--- config.mk ---
export PLATFORM = sky130hd
export DESIGN_NAME = ari_tx_pkt_arbiter
export DESIGN_NICKNAME = d
export VERILOG_FILES = /design/src/rtl/ari_tx_pkt_arbiter.sv
export SDC_FILE = /design/constraint.sdc
export NUM_CORES = 1
export LEC_CHECK = 0
export BUFFER_PORTS_ARGS = -buffer_cell sky130_fd_sc_hd__clkbuf_2
export CAP_MARGIN = 20
export CORE_AREA = 4 4 104 96
export DETAILED_ROUTE_END_ITERATION = 16
export DIE_AREA = 0 0 108 100
export PLACE_DENSITY = 0.84
export SLEW_MARGIN = 20
export SYNTH_ARGS = -nofsm -noshare
export SYNTH_HDL_FRONTEND = slang
export SYNTH_SLANG_ARGS = --single-unit
--- constraint.sdc ---
create_clock -name i_clk -period 3.17 [get_ports i_clk]
set_input_delay 0.4755 -clock i_clk [delete_from_list [all_inputs] [get_ports i_clk]]
set_output_delay 0.4755 -clock i_clk [all_outputs]
set_load 0.02 [all_outputs]
--- src/rtl/ari_tx_pkt_arbiter.sv ---
// Packet-level arbiter that shares the PCS ari TX port between two sources, with an idle gap and a beat watchdog.
// Build option: define ARB_FIXED_PRIORITY_EN to make requester 0 win every simultaneous request.
module ari_tx_pkt_arbiter #(
  parameter int DATA_W        = 32,
  parameter int BE_W          = 2,
  parameter int MAX_PKT_WORDS = 1024,
  parameter int GAP_CYCLES    = 4
) (
  input  logic              i_clk,
  input  logic              i_rst_n,
  input  logic              i_req0_val,
  input  logic              i_req0_sof,
  input  logic              i_req0_eof,
  input  logic [BE_W-1:0]   i_req0_be,
  input  logic [DATA_W-1:0] i_req0_data,
  output logic              o_req0_ack,
  input  logic [15:0]       i_req0_frame_len,
  input  logic              i_req0_frame_len_val,
  input  logic              i_req1_val,
  input  logic              i_req1_sof,
  input  logic              i_req1_eof,
  input  logic [BE_W-1:0]   i_req1_be,
  input  logic [DATA_W-1:0] i_req1_data,
  output logic              o_req1_ack,
  input  logic [15:0]       i_req1_frame_len,
  input  logic              i_req1_frame_len_val,
  output logic              o_ari_val,
  output logic              o_ari_sof,
  output logic              o_ari_eof,
  output logic [BE_W-1:0]   o_ari_be,
  output logic [DATA_W-1:0] o_ari_data,
  input  logic              i_ari_ack,
  output logic [15:0]       o_ari_frame_len,
  output logic              o_ari_frame_len_val,
  output logic [1:0]        o_grant,
  output logic              o_timeout,
  output logic [15:0]       o_pkt_cnt0,
  output logic [15:0]       o_pkt_cnt1,
  output logic [15:0]       o_drop_cnt
);

  localparam logic [1:0] ST_IDLE = 2'd0;
  localparam logic [1:0] ST_XFER = 2'd1;
  localparam logic [1:0] ST_GAP  = 2'd2;
  localparam int BEAT_W = $clog2(MAX_PKT_WORDS + 1);
  localparam int GAP_W  = (GAP_CYCLES > 1) ? $clog2(GAP_CYCLES) : 1;
  localparam logic [BEAT_W-1:0] BEAT_LAST = BEAT_W'(MAX_PKT_WORDS - 1);
  localparam logic [GAP_W-1:0]  GAP_LAST  = GAP_W'((GAP_CYCLES > 0) ? GAP_CYCLES - 1 : 0);
  localparam logic [1:0] ST_DONE = (GAP_CYCLES > 0) ? ST_GAP : ST_IDLE;
`ifdef ARB_FIXED_PRIORITY_EN
  localparam logic RR_EN = 1'b0;
`else
  localparam logic RR_EN = 1'b1;
`endif

  logic [1:0]        state;
  logic [1:0]        grant;
  logic              rr;
  logic [BEAT_W-1:0] beat_cnt;
  logic [GAP_W-1:0]  gap_cnt;
  logic              timeout;
  logic [15:0]       pkt_cnt0, pkt_cnt1, drop_cnt;

  logic              sel_val, sel_sof, sel_eof, sel_flv;
  logic [BE_W-1:0]   sel_be;
  logic [DATA_W-1:0] sel_data;
  logic [15:0]       sel_flen;

  // Grant is only non-zero in XFER, so a zero grant also forces the idle/gap outputs.
  always_comb begin
    sel_val  = 1'b0;
    sel_sof  = 1'b0;
    sel_eof  = 1'b0;
    sel_be   = '0;
    sel_data = '0;
    sel_flen = '0;
    sel_flv  = 1'b0;
    if (grant[0]) begin
      sel_val  = i_req0_val;
      sel_sof  = i_req0_sof;
      sel_eof  = i_req0_eof;
      sel_be   = i_req0_be;
      sel_data = i_req0_data;
      sel_flen = i_req0_frame_len;
      sel_flv  = i_req0_frame_len_val;
    end else if (grant[1]) begin
      sel_val  = i_req1_val;
      sel_sof  = i_req1_sof;
      sel_eof  = i_req1_eof;
      sel_be   = i_req1_be;
      sel_data = i_req1_data;
      sel_flen = i_req1_frame_len;
      sel_flv  = i_req1_frame_len_val;
    end
  end

  logic        in_idle, cand0, cand1, flush0, flush1, pick1, beat_xfer;
  logic [1:0]  drop_inc;
  logic [16:0] drop_sum;

  assign in_idle   = (state == ST_IDLE);
  assign cand0     = i_req0_val & i_req0_sof;
  assign cand1     = i_req1_val & i_req1_sof;
  assign flush0    = in_idle & i_req0_val & ~i_req0_sof;
  assign flush1    = in_idle & i_req1_val & ~i_req1_sof;
  // rr holds the last owner; the other requester wins a tie.
  assign pick1     = cand1 & (~cand0 | (RR_EN & ~rr));
  assign beat_xfer = sel_val & i_ari_ack;
  assign drop_inc  = {1'b0, flush0} + {1'b0, flush1};
  assign drop_sum  = {1'b0, drop_cnt} + {15'd0, drop_inc};

  always_ff @(posedge i_clk or negedge i_rst_n) begin
    if (!i_rst_n) begin
      state    <= ST_IDLE;
      grant    <= 2'b00;
      rr       <= 1'b1;
      beat_cnt <= '0;
      gap_cnt  <= '0;
      timeout  <= 1'b0;
      pkt_cnt0 <= '0;
      pkt_cnt1 <= '0;
      drop_cnt <= '0;
    end else begin
      timeout <= 1'b0;
      if (flush0 | flush1)
        drop_cnt <= drop_sum[16] ? 16'hFFFF : drop_sum[15:0];
      case (state)
        ST_IDLE: if (cand0 | cand1) begin
          grant    <= pick1 ? 2'b10 : 2'b01;
          beat_cnt <= '0;
          state    <= ST_XFER;
        end
        ST_XFER: if (beat_xfer) begin
          // Packet ends on eof or when the watchdog beat limit is reached.
          if (sel_eof || beat_cnt == BEAT_LAST) begin
            grant   <= 2'b00;
            rr      <= grant[1];
            gap_cnt <= '0;
            state   <= ST_DONE;
            timeout <= ~sel_eof;
            if (sel_eof & grant[0]) pkt_cnt0 <= pkt_cnt0 + 16'd1;
            if (sel_eof & grant[1]) pkt_cnt1 <= pkt_cnt1 + 16'd1;
          end else begin
            beat_cnt <= beat_cnt + BEAT_W'(1);
          end
        end
        ST_GAP: begin
          if (gap_cnt == GAP_LAST) state <= ST_IDLE;
          else gap_cnt <= gap_cnt + GAP_W'(1);
        end
        default: state <= ST_IDLE;
      endcase
    end
  end

  assign o_req0_ack          = (i_ari_ack & grant[0]) | flush0;
  assign o_req1_ack          = (i_ari_ack & grant[1]) | flush1;
  assign o_ari_val           = sel_val;
  assign o_ari_sof           = sel_sof;
  assign o_ari_eof           = sel_eof;
  assign o_ari_be            = sel_be;
  assign o_ari_data          = sel_data;
  assign o_ari_frame_len     = sel_flen;
  assign o_ari_frame_len_val = sel_flv;
  assign o_grant             = grant;
  assign o_timeout           = timeout;
  assign o_pkt_cnt0          = pkt_cnt0;
  assign o_pkt_cnt1          = pkt_cnt1;
  assign o_drop_cnt          = drop_cnt;

endmodule

==> run summary <==
The total power of the final layout is 0.003439 W. For this run, design rule violations remaining after detail routing come to 0. The setup clock skew after layout is 0.01480 ns. The area enclosed by the die boundary came out at 10,800 µm². The cell area after technology mapping is 3896 µm². The top-level port count came out at 218. The largest vdd supply drop is 0.4228 mV. The maximum achievable frequency is 0.3665 GHz. The count of endpoints failing setup in the final report came out at 0. The worst path meets setup with 0.4415 ns of slack. The DRC marker count from the first detailed-route iteration is ~350. The worst path in the final design needs a cycle of between 2 and 3 ns, including I/O delays and setup. In this run the tightest slew margin relative to its limit is 39.74%. The count of input and output buffers came out at 217.

In the final timing run, aggregate negative setup slack is 0 ns. The critical path data arrival time is 3.01 ns. The post-CTS clock slew at the launch and capture registers of the worst setup and hold paths came out at about 0.09 ns. In this run the standard cell core region covers 8960 µm². The number of gates given a new drive strength after cts is 0. By startpoint and endpoint, the worst setup path is classified as reg2reg.

The flow ran to the end, and the final reports show no timing, DRC or antenna violations. The number of hold-slack violations in the final timing report came out at 0. The starting density of the core is 43.49%.

The number of hold buffers added after CTS was 0. The aggregate global routing overflow is 0. After synthesis, the mean cell area works out to about 10 µm².

The number of antenna diodes in the final layout is 0. The number of slew-limit violations in the final report is 0. The final worst-path cycle share is 86.07%. The number of global-route vias before repair is 3,895. The detailed-route wire length per cell came out at 17.46 µm. The die extent in y is 100 µm. The part of the Yosys area used for sequential elements came out at 43.06%. STA puts the critical path data required time at 3.46 ns. The length of the first detailed-routing pass in iterations came out at 5.

In this run, synthesis inferred 0 flip-flops with an integrated enable. In this run, synthesis produced a sequential element count of between 60 and 70. Synthesis instantiated 51 different standard cells from the library. The first global-routing pass estimated 19.46 mm of wire.

The number of placement rows came out at 33. The number of warnings reported in the yosys synthesis log came out at 0. After technology mapping, the gate count stands at about 380. The reg2reg setup slack came out at 0.44 ns. Across the run, the number of max-cap violations was 0. The layout overhead on the synthesized area is 36.67%. The number of sinks driven by the clock tree came out at 67. The maximum net fanout on the critical path came out at 13. The total global-route track usage is 22.74%. The instance area at placement came out at 5149 µm².

The primary flip-flop cell chosen by synthesis mapping is sky130_fd_sc_hd__dfrtp_1. For this run, asynchronously set or reset flops after synthesis account for 100.0%. The number of buffers created by CTS came out at 9.

The total detailed-routing wirelength is 12.71 mm. The worst setup path is launched from a flop. When the netlist entered floorplanning its net count stood at about 500. The largest area contributor in the netlist is sky130_fd_sc_hd__dfrtp_1.

The min-delay analysis places its worst path in the category in2async. The detailed placer's ending HPWL is 10.06 mm. The fraction of layout instances using a drive strength above 1 came out at 42.90%. The transition time of the tightest slew-check pin came out at 0.9039 ns. The weighted congestion reported at the end of routability-driven placement came out at 0.9074. The worst setup path is captured at a flop. Setup repair after global routing left no endpoint under its margin. The total via count in the routed design is 4,031.

The die is 108 µm wide. The maximum count of clock buffers along a single path came out at 2. By area the synthesized netlist is led by sky130_fd_sc_hd__dfrtp_1, sky130_fd_sc_hd__a22o_1, sky130_fd_sc_hd__xor2_1, sky130_fd_sc_hd__nand2_1, sky130_fd_sc_hd__xnor2_1.

Once detail routing completed, the nets flagged for antenna violations numbered 0. The worst slack at placement is around 0.25 ns. In this run the static leakage power is 2.871 nW. The area share of the leading cell type in the synthesized netlist is a little over two fifths. The number of antenna violations at the first check in global routing came out at 0. The post-route cell area came out at 5325 µm².

The final cell utilization of the core is about 59%. The total setup buffers inserted after CTS came out at 0. The via density per instance is 5.537. The pin count of the biggest net entering global routing is 56. The clock insertion delay at the later pin of the skew report came out at 0.36 ns. The power per cell area came out at 645.8 nW/µm².

Clock tree synthesis selected as its root buffer the cell sky130_fd_sc_hd__clkbuf_8. The H-tree was split into 3 levels. TritonCTS built the clock tree. The number of nets at the end of the flow came out at 718.
[layout make-up]
| class | instances | area [µm²] |
|---|---|---|
| clock inverters | 6 | 48.80 |
| fillers | 775 | 3635 |
| inverters | 11 | 41.29 |
| clock buffers | 10 | 127.6 |
| well taps | 122 | 152.6 |
| flip-flops and latches | 67 | 1679 |
| repair buffers | 226 | 1166 |
| multi-input cells | 286 | 2110 |
[per-stage QoR]
step | std cells | hold WS, ns
floorplan | 382 | 0.1799
global placement | 712 | 0.4571
detailed placement | 712 | 0.4632
CTS | 728 | 0.2503
global route | 728 | 0.2936
finish | 728 | 0.2247
[power breakdown]
| group | leakage [nW] | switching (W) | total, W | internal (W) |
|---|---|---|---|---|
| Sequential | 0.911 | 0.000144 | 0.00109 | 0.000950 |
| Combinational | 1.88 | 0.00108 | 0.00169 | 0.000609 |
| Clock | 0.0795 | 0.000368 | 0.000658 | 0.000290 |
| Total | 2.87 | 0.00159 | 0.00344 | 0.00185 |
[cell usage in the layout (no fill, tap or decap), drive strengths merged, types with 5 or more instances in the layout]
cell,count
a22o,52
and3,10
and4,10
buf,9
clkbuf,227
dfrtp,66
ha,5
inv,13
nand2,42
nand3,25
nand4,17
nor2,12
o21ai,7
o311ai,7
xnor2,18
xor2,22
[logic make-up (layout without fill, tap and decap cells)]
kind of cell	Yosys count	in the layout	share of synthesized area (%)
buf+inv	29	253	2.986
xor+xnor	40	40	9.185
fa+ha+maj	6	6	2.119
flops	67	67	43.06
compound gates	93	93	20.78
simple gates	140	140	19.94
mux	7	7	1.927
[critical path: stages (launching register included)]
cell                        delay, ns
sky130_fd_sc_hd__dfrtp_1         0.55
sky130_fd_sc_hd__nor3_1          0.41
sky130_fd_sc_hd__fa_1            0.27
sky130_fd_sc_hd__ha_1            0.18
sky130_fd_sc_hd__nand2_1         0.09
sky130_fd_sc_hd__a2111oi_4       0.34
sky130_fd_sc_hd__and2_1          0.25
sky130_fd_sc_hd__nand3_1         0.36
sky130_fd_sc_hd__nand3_1         0.20
[path summary, 6_finish.rpt]
check | start | depth (start not counted) | endpoint
max | state[0]$_DFFE_PN0P_ | 8 | o_drop_cnt[0]$_DFFE_PN0P_
min | i_rst_n | 1 | o_pkt_cnt1[4]$_DFFE_PN0P_
max reg2reg | state[0]$_DFFE_PN0P_ | 8 | o_drop_cnt[0]$_DFFE_PN0P_
min reg2reg | o_pkt_cnt1[15]$_DFFE_PN0P_ | 1 | o_pkt_cnt1[15]$_DFFE_PN0P_
max in group asynchronous | i_rst_n | 2 | o_pkt_cnt0[4]$_DFFE_PN0P_
min in group i_clk | o_pkt_cnt1[15]$_DFFE_PN0P_ | 1 | o_pkt_cnt1[15]$_DFFE_PN0P_
[layer usage]
metal	share of wire, %	vias to the layer above	wire length (µm)	GRT usage [%]
li1	-	1883	-	-
met2	48	177	6044	35.09
met1	42	1957	5388	31.77
met5	0	-	0	0
met4	1.1	0	137	4.466
met3	9.0	14	1138	7.267
[flip-flops by register name (all words and copies together) (netlist names)]
signal      flops
o_drop_cnt     16
o_pkt_cnt0     16
o_pkt_cnt1     16
beat_cnt       11
gap_cnt         2
o_grant         2
state           2
o_timeout       1
rr              1
[cells in the mapped netlist (all sizes together), types with 5 or more instances]
cell type	count
a22o	52
and3	10
and4	10
buf	6
clkbuf	12
dfrtp	66
ha	5
inv	11
nand2	42
nand3	25
nand4	17
nor2	12
o21ai	7
o311ai	7
xnor2	18
xor2	22
Note: power is estimated with default switching activity, not from simulation.
